## config.mk

```make
export PLATFORM = sky130hd
export DESIGN_NAME = gate_result_sel
export DESIGN_NICKNAME = d
export VERILOG_FILES = /design/src/rtl/gate_pkg.sv /design/src/rtl/gate_popcount.sv /design/src/rtl/gate_result_sel.sv
export SDC_FILE = /design/constraint.sdc
export NUM_CORES = 1
export LEC_CHECK = 0
export BUFFER_PORTS_ARGS = -buffer_cell sky130_fd_sc_hd__buf_2
export CAP_MARGIN = 40
export CORE_ASPECT_RATIO = 1.5
export CORE_UTILIZATION = 36
export DETAILED_ROUTE_END_ITERATION = 16
export GPL_TIMING_DRIVEN = 0
export MAX_ROUTING_LAYER = met4
export PLACE_DENSITY = 0.71
export SYNTH_ARGS = -nofsm -noshare
export SYNTH_HDL_FRONTEND = slang
export SYNTH_SLANG_ARGS = --single-unit
```

## constraint.sdc

```tcl
create_clock -name clk -period 2.2 [get_ports clk]
set_clock_uncertainty 0.05 [all_clocks]
set_input_delay 0.22 -clock clk [delete_from_list [all_inputs] [get_ports clk]]
set_output_delay 0.22 -clock clk [all_outputs]
set_load 0.01 [all_outputs]
```

## src/rtl/gate_pkg.sv

```systemverilog
// Shared definitions for the gate result selector: op encodings and FIFO occupancy states.
package gate_pkg;

  typedef enum logic [2:0] {
    OP_AND  = 3'd0,
    OP_OR   = 3'd1,
    OP_NAND = 3'd2,
    OP_NOR  = 3'd3,
    OP_XOR  = 3'd4,
    OP_XNOR = 3'd5
  } op_e;

  typedef enum logic [1:0] {
    OCC_EMPTY,
    OCC_PART,
    OCC_FULL
  } occ_e;

endpackage

```

## src/rtl/gate_popcount.sv

```systemverilog
// Combinational population count of an N-bit vector.
module gate_popcount #(
  parameter int N = 4
) (
  input  logic [N-1:0]           data,
  output logic [$clog2(N+1)-1:0] ones
);

  localparam int OW = $clog2(N+1);

  always_comb begin
    // NOTE: every always_comb output gets a default before any conditional
    // update, so no path can leave it unassigned and infer a latch.
    ones = '0;
    for (int i = 0; i < N; i++) begin
      ones = ones + OW'(data[i]);
    end
  end

endmodule

```

## src/rtl/gate_result_sel.sv

```systemverilog
// Selects one gate result by op and buffers {data, popcount, err} in a DEPTH-entry FIFO.
// Optional GATE_SEL_STATS_EN adds saturating acc_cnt/err_cnt statistics outputs.
module gate_result_sel
  import gate_pkg::*;
#(
  parameter int N     = 4,
  parameter int DEPTH = 2
) (
  input  logic                   clk,
  input  logic                   rst,
  input  logic [N-1:0]           y_and,
  input  logic [N-1:0]           y_or,
  input  logic [N-1:0]           y_nand,
  input  logic [N-1:0]           y_nor,
  input  logic [N-1:0]           y_xor,
  input  logic [N-1:0]           y_xnor,
  input  logic [2:0]             op,
  input  logic                   in_valid,
  output logic                   in_ready,
  output logic                   out_valid,
  input  logic                   out_ready,
  output logic [N-1:0]           out_data,
  output logic [$clog2(N+1)-1:0] out_ones,
  output logic                   out_err
`ifdef GATE_SEL_STATS_EN
  ,
  output logic [15:0]            acc_cnt,
  output logic [15:0]            err_cnt
`endif
);

  localparam int OW = $clog2(N+1);
  localparam int PW = $clog2(DEPTH);
  localparam int CW = $clog2(DEPTH+1);
  localparam logic [CW-1:0] DEPTH_C = CW'(DEPTH);

  logic [N-1:0]  sel_data;
  logic          sel_err;
  logic [OW-1:0] sel_ones;

  logic [N-1:0]  mem_data [DEPTH];
  logic [OW-1:0] mem_ones [DEPTH];
  logic          mem_err  [DEPTH];

  logic [PW-1:0] wptr, rptr;
  logic [CW-1:0] count, count_nxt;
  occ_e          occ, occ_nxt;
  logic          push, pop;

  // Illegal ops store an all-zero result flagged as an error.
  always_comb begin
    sel_data = '0;
    sel_err  = 1'b0;
    case (op)
      OP_AND:  sel_data = y_and;
      OP_OR:   sel_data = y_or;
      OP_NAND: sel_data = y_nand;
      OP_NOR:  sel_data = y_nor;
      OP_XOR:  sel_data = y_xor;
      OP_XNOR: sel_data = y_xnor;
      default: sel_err  = 1'b1;
    endcase
  end

  gate_popcount #(.N(N)) u_popcount (
    .data (sel_data),
    .ones (sel_ones)
  );

  assign in_ready  = (count < DEPTH_C);
  assign out_valid = (occ != OCC_EMPTY);
  assign push      = in_valid && in_ready;
  assign pop       = out_valid && out_ready;

  always_comb begin
    count_nxt = count;
    case ({push, pop})
      2'b10:   count_nxt = count + CW'(1);
      2'b01:   count_nxt = count - CW'(1);
      default: count_nxt = count;
    endcase
    if (count_nxt == '0)         occ_nxt = OCC_EMPTY;
    else if (count_nxt == DEPTH_C) occ_nxt = OCC_FULL;
    else                         occ_nxt = OCC_PART;
  end

  always_ff @(posedge clk or posedge rst) begin
    // NOTE: sequential state is updated with non-blocking assignments so all
    // registers sample their inputs from the same pre-edge values.
    if (rst) begin
      count <= '0;
      occ   <= OCC_EMPTY;
      wptr  <= '0;
      rptr  <= '0;
    end else begin
      count <= count_nxt;
      occ   <= occ_nxt;
      if (push) wptr <= wptr + PW'(1);
      if (pop)  rptr <= rptr + PW'(1);
    end
  end

  // NOTE: the storage array has no reset; stale contents are never visible
  // because the outputs below are forced to zero whenever the FIFO is empty.
  always_ff @(posedge clk) begin
    if (push) begin
      mem_data[wptr] <= sel_data;
      mem_ones[wptr] <= sel_ones;
      mem_err[wptr]  <= sel_err;
    end
  end

  assign out_data = out_valid ? mem_data[rptr] : '0;
  assign out_ones = out_valid ? mem_ones[rptr] : '0;
  assign out_err  = out_valid ? mem_err[rptr]  : 1'b0;

`ifdef GATE_SEL_STATS_EN
  always_ff @(posedge clk or posedge rst) begin
    if (rst) begin
      acc_cnt <= '0;
      err_cnt <= '0;
    end else if (push) begin
      if (acc_cnt != 16'hFFFF)            acc_cnt <= acc_cnt + 16'd1;
      if (sel_err && err_cnt != 16'hFFFF) err_cnt <= err_cnt + 16'd1;
    end
  end
`endif

endmodule

```

# Word-level counts from Yosys, hierarchy flattened
# Memories as Yosys holds them, arrays and structs flattened.
# Index checks and enable logic that the tools add are counted.
# totals
ff_bits	6
ram_bits	16
inputBits	31
output_inout_bits	10
wordCells	39
n_memories	3
# mem_list
name	depth	word_bits	rd	rd_ports_with_merged_regs	write_ports	line_no	text
mem_data	2	4	1	0	1	gate_result_sel.sv:41	logic [N-1:0] mem_data [DEPTH];
mem_ones	2	3	1	0	1	gate_result_sel.sv:42	logic [OW-1:0] mem_ones [DEPTH];
mem_err	2	1	1	0	1	gate_result_sel.sv:43	logic mem_err [DEPTH];
# op_classes
n_addsub	7
order_cmp	1
n_eq_ne	8
muxes	10
n_reduce_logical	6
# op_table
cell	n
4-bit case mux with 6 select lines	1
3-bit by 1-bit adder with 3-bit output	2
3-bit by 2-bit equality test with 1-bit output (second input constant)	2
3-bit equality test (second input constant)	2
6-bit OR reduction	1
2-bit equality test (second input constant)	2
1-bit two-way mux	4
2-bit two-way mux	2
4-bit two-way mux	1
2-bit case mux with 2 select lines	1
3-bit by 1-bit equality test with 1-bit output (second input constant)	1
3-bit zero test	1
3-bit two-way mux	1
1-bit adder (second input constant)	2
1-bit by 1-bit adder with 2-bit output	1
2-bit by 1-bit adder with 2-bit output (second input constant)	1
2-bit by 1-bit equality test with 1-bit output (second input constant)	1
1-bit logical AND	2
2-bit zero test	1
2-bit less-than comparator (second input constant)	1
2-bit nonzero test	1
2-bit by 1-bit subtractor with 2-bit output (second input constant)	1

# Longest topological paths before layout
# logic_depth
word_depth	7
mapped_depth	9
mapped_depth_nobuf	8

# By module
# Synthesis repeated with hierarchy kept, for this count alone.
# unflattened
hier_cells	85
area_unflattened_um2	1111.1
# by_module_without_submodules
module	instances	cells_each	area_per_inst_um2	seq_area_each_um2
gate_result_sel	1	82	1066.0	605.6
gate_popcount	1	3	45.0	0.0

# Least setup slack after synthesis
# No wires, ideal clock.
# synth_timing
path_type	input to register
from	input op[2]
to	memory mem_ones[0][1] in the netlist's numbering (data pin)
setup_ns	0.265
arrival_ns	1.702
required_time_ns	1.885
setup_slack_ns	0.183
path_stages	9
n_path_buf	1
cell_sequence	buf_6 mux2i_1 o32a_2 o21ai_0 ha_1 inv_1 fa_1 inv_1 ha_1
# synth_via
elab_chain_cells	5
word_cells_on_any_way	10
classes_between	add/sub: 3; eq/ne: 5; mux: 1; reduce/logical: 1
# synth_lines
item	line_no	text
from (decl)	gate_result_sel.sv:17	input logic [2:0] op,
3-bit equality test (tied with other cells)	gate_result_sel.sv:54	case (op)
4-bit case mux with 6 select lines (*)	gate_result_sel.sv:54	
net sel_data[1]	gate_result_sel.sv:37	logic [N-1:0] sel_data;
1-bit by 1-bit adder with 2-bit output (*)	gate_popcount.sv:16	ones = ones + OW'(data[i]);
3-bit by 1-bit adder with 3-bit output (*) (2 in series)	gate_popcount.sv:16	
net sel_ones[1]	gate_result_sel.sv:39	logic [OW-1:0] sel_ones;
to (decl)	gate_result_sel.sv:42	
# The timed path passes the listed nets; every way through them passes the cells marked *.

# Worst setup path in the final report
# layout_timing
from	input op[1]
to	memory mem_ones[1][1] in the netlist's numbering (data pin)
# The elaborated chain is that of the path after synthesis.

==> results by stage <==
Timing:
- Timing would allow up to 0.529 GHz.
- Measured against its own limit, the worst slew margin works out to 0.535.
- At the pin with the least slew margin, the transition time is 0.695 ns.
- Setup repair after global routing left no endpoint under its margin.
- The share of the clock period used by the worst path is 0.860.
- The worst hold-check slack is 0.255 ns.
- The final-report hold violation count is 0.
- Summed over all failing endpoints, the final setup total negative slack is 0 ns.
- Setup violations remaining at the end of the flow were counted as 0.
- The number of pins with negative max-slew slack in the final report is 0.
- Subtracting the final worst setup slack from the clock period gives 1.89 ns.

Pwr:
- The analysis attributes to cell leakage a power of 0.703 nW.
- VDD sags by at most 0.421 mV.
- The total power per unit cell area is 1030 nW/um2.

CTS:
- No sink is reached through more buffers than the 2 on the longest clock path.
- The later pin in the worst-skew pair is clocked with a latency of 0.25 ns.
- Clock tree synthesis found a total of 22 sinks.
- CTS placed an instance of clkbuf_8 at the clock tree root.
- The CTS buffer count is 3.
- The clock tree from TritonCTS is yes.
- Buffers inserted to repair hold after CTS numbered 1.
- The total number of H-tree levels is 1.
- After clock tree synthesis, the clock-pin slew on the worst setup and hold paths is 0.07 ns.
- In this run, post-CTS repair resized a total of 0 instances.
- In this run the post-CTS setup repair buffer count came out at 0.

Drt:
- After detailed routing, the average wire length per cell comes to 10.1 um.
- In this run the remaining antenna-violating nets after routing total 0.
- The initial detailed-routing violation count is 16.
- Wires add up to 1830 um.
- After detailed routing, the number of vias per cell comes to 4.58.
- After detailed routing, the number of remaining DRC violations is 0.
- Across all layers, the routed design uses 829 vias.
- For this run, the detailed router's first-pass iteration total came to 4.

Synthesis:
- Averaged over all synthesized cells, the footprint is 12.2 um2.
- In the post-synthesis netlist, the cell with the most instances is mux2i_1.
- Synthesis produced a netlist whose cell count is 98.
- The post-synth net total is 133.
- The warning count from the yosys run is 0.
- The post-synthesis cell type with the largest combined area is edfxtp_1.
- The total standard cell area after synthesis is 1190 um2.
- Of the post-synthesis cell area, the dominant cell type holds 0.403.
- Among all flip-flop cells after synthesis, the most frequent one is edfxtp_1.
- The number of synthesized flops with an enable pin is 16.
- After synthesis the netlist holds a flip-flop and latch count of 22.
- The distinct cell type count after synthesis is 24.
- The commonest cells after synthesis are mux2i_1 (20), edfxtp_1 (16), nor2_1 (15).
- Sorting the synthesized cells by area gives the leading types as edfxtp_1 (40%), mux2i_1 (17%), dfrtp_1 (13%), nor2_1 (4.7%), xnor2_1 (3.7%).
- After synthesis, the share of flip-flops with an asynchronous set or reset is 0.273.
- For this run, the register share of the synthesized area comes to 0.529.

Placed design:
- Once placement finished, the instance area stood at 1430 um2.
- The total of buffers placed on input and output ports is 38.
- The post-detailed-placement half-perimeter wirelength is 1500 um.
- At the end of routability-driven placement, the weighted congestion stood at 0.698.
- The placed cell count is 176.

Critical path:
- Data on the critical path arrives at its endpoint at 1.84 ns.
- STA classifies the critical path startpoint as an input pin.
- STA classifies the critical path endpoint as a register.
- The maximum fanout encountered on the critical timing path is 7.
- The required time at the worst-slack endpoint is 2.15 ns.
- The critical path class is in -> reg.

Worst hold path:
- The path category of the worst min-delay check is in -> reg.

Cells and area:
- The finished cells cover 1490 um2.
- The area growth from synthesis to layout is 24.8%.
- The number of inserted filler cells in the final layout is 305.
- The final layout contains 177 nets.
- The post-route core utilization is 0.470.
- The fraction of layout cells with a size suffix above 1 is 0.348.
- The count of inserted antenna diode cells is 0.
- After the flow finishes, the layout carries non-filler instances totaling 181.

Global routing:
- The maximum number of pins on one net before global-route repair is 13.
- The via count of the first global-routing pass is 795.
- The total overflow left after global routing is 0.
- Across every metal layer, demand over resource in global routing totals 0.121.
- The wire length of the first global-routing pass is 3130 um.
- The initial antenna violation count is 0.

Floorplanning:
- In this run the count of I/O pins placed on the die edge is 41.
- The die covers 3550 um2.
- For this configuration, the core starts out at a cell density of 0.377.
- The floorplan die height is 72.5 um.
- In this run the standard cell core region covers 3160 um2.
- The floorplan step set the die width to 49.0 um.
- The initialized floorplan defines 25 standard-cell rows.

Flow run:
- Across the run, the number of max-cap violations was 0.

Status:
- The flow ran to the end, and the final reports show no timing, DRC or antenna violations.
cells by family (layout without fill, tap and decap cells):
family	after synthesis	in the layout	synth area share
AND/OR/NAND/NOR	29	29	0.121
flip-flops	22	22	0.529
multiplexers	20	20	0.168
buffers and inverters	11	54	0.0494
AO/OA/AOI/OAI	6	6	0.0399
XOR/XNOR	6	6	0.0441
adder cells (fa/ha/maj)	4	4	0.0483
worst max-delay path, stage by stage:
cell and delay [ns]:
buf_2 0.14, or2b_4 0.29, o32a_2 0.17, o21ai_0 0.14, ha_1 0.19, inv_1 0.04
fa_1 0.35, inv_1 0.07, ha_1 0.23
registers in the layout, indices dropped and copies added (netlist names):
signal	cells
mem_data	8
occ	2
rptr	1
count	2
mem_ones	6
mem_err	2
wptr	1
routing by layer:
| metal | GRT usage | share of wire | vias up |
|---|---|---|---|
| met2 | 0.225 | 0.51 | 42 |
| met3 | 0.0189 | 0.061 | 5 |
| li1 | - | - | 431 |
| met5 | - | 0 | - |
| met4 | 0.0588 | 0.021 | 0 |
| met1 | 0.120 | 0.41 | 351 |
cell usage in the layout (no fill, tap or decap):
cell type       n
a32o_1          1
and2_1          1
and3_1          1
buf_2          40
buf_6           2
clkbuf_1        1
clkbuf_8        3
dfrtp_1         6
dlygate4sd3_1   1
edfxtp_1       16
fa_1            1
ha_1            3
inv_1           7
mux2i_1        20
nand2_1         1
nand3b_1        1
nor2_1         15
nor2_2          1
nor2b_1         1
nor3_1          4
o21ai_0         3
o32a_2          2
or2b_1          1
or2b_4          1
or3_1           2
xnor2_1         5
xor2_1          1
metrics by stage:
step                setup slack (ns)  power (mW)
detailed placement            0.0172        1.31
CTS                            0.295        1.55
finish                         0.309        1.53
floorplan                      0.183        1.11
global route                   0.177        1.65
global placement              0.0428        1.29
layout make-up:
| class | count | area, um2 | area share |
|---|---|---|---|
| buffer | 4 | 32.5 | 0.0219 |
| inverter | 7 | 26.3 | 0.0177 |
| sequential | 22 | 631 | 0.424 |
| clock buffer | 4 | 45.0 | 0.0303 |
| timing repair buffer | 39 | 200 | 0.135 |
| tap | 40 | 50.0 | 0.0337 |
| multi-input combinational | 65 | 502 | 0.338 |
path summary, 6_finish.rpt:
check	from	to	slack [ns]	depth (start not counted)
hold reg to reg	wptr	wptr	0.45	1
hold / removal	in_valid	wptr	0.25	3
setup / recovery	op[1]	mem_ones[1][1]	0.31	9
setup reg to reg	occ[1]	occ[1]	0.37	6
min in group asynchronous	rst	occ[1]	0.37	3
max in group asynchronous	rst	count[1]	1.54	3
where the power goes:
part | switching (mW) | total [mW] | internal, mW
sequential | 0.0367 | 0.618 | 0.581
clock | 0.114 | 0.243 | 0.129
combinational | 0.368 | 0.670 | 0.303
total | 0.519 | 1.53 | 1.01
(Power assumes the default switching activity.)
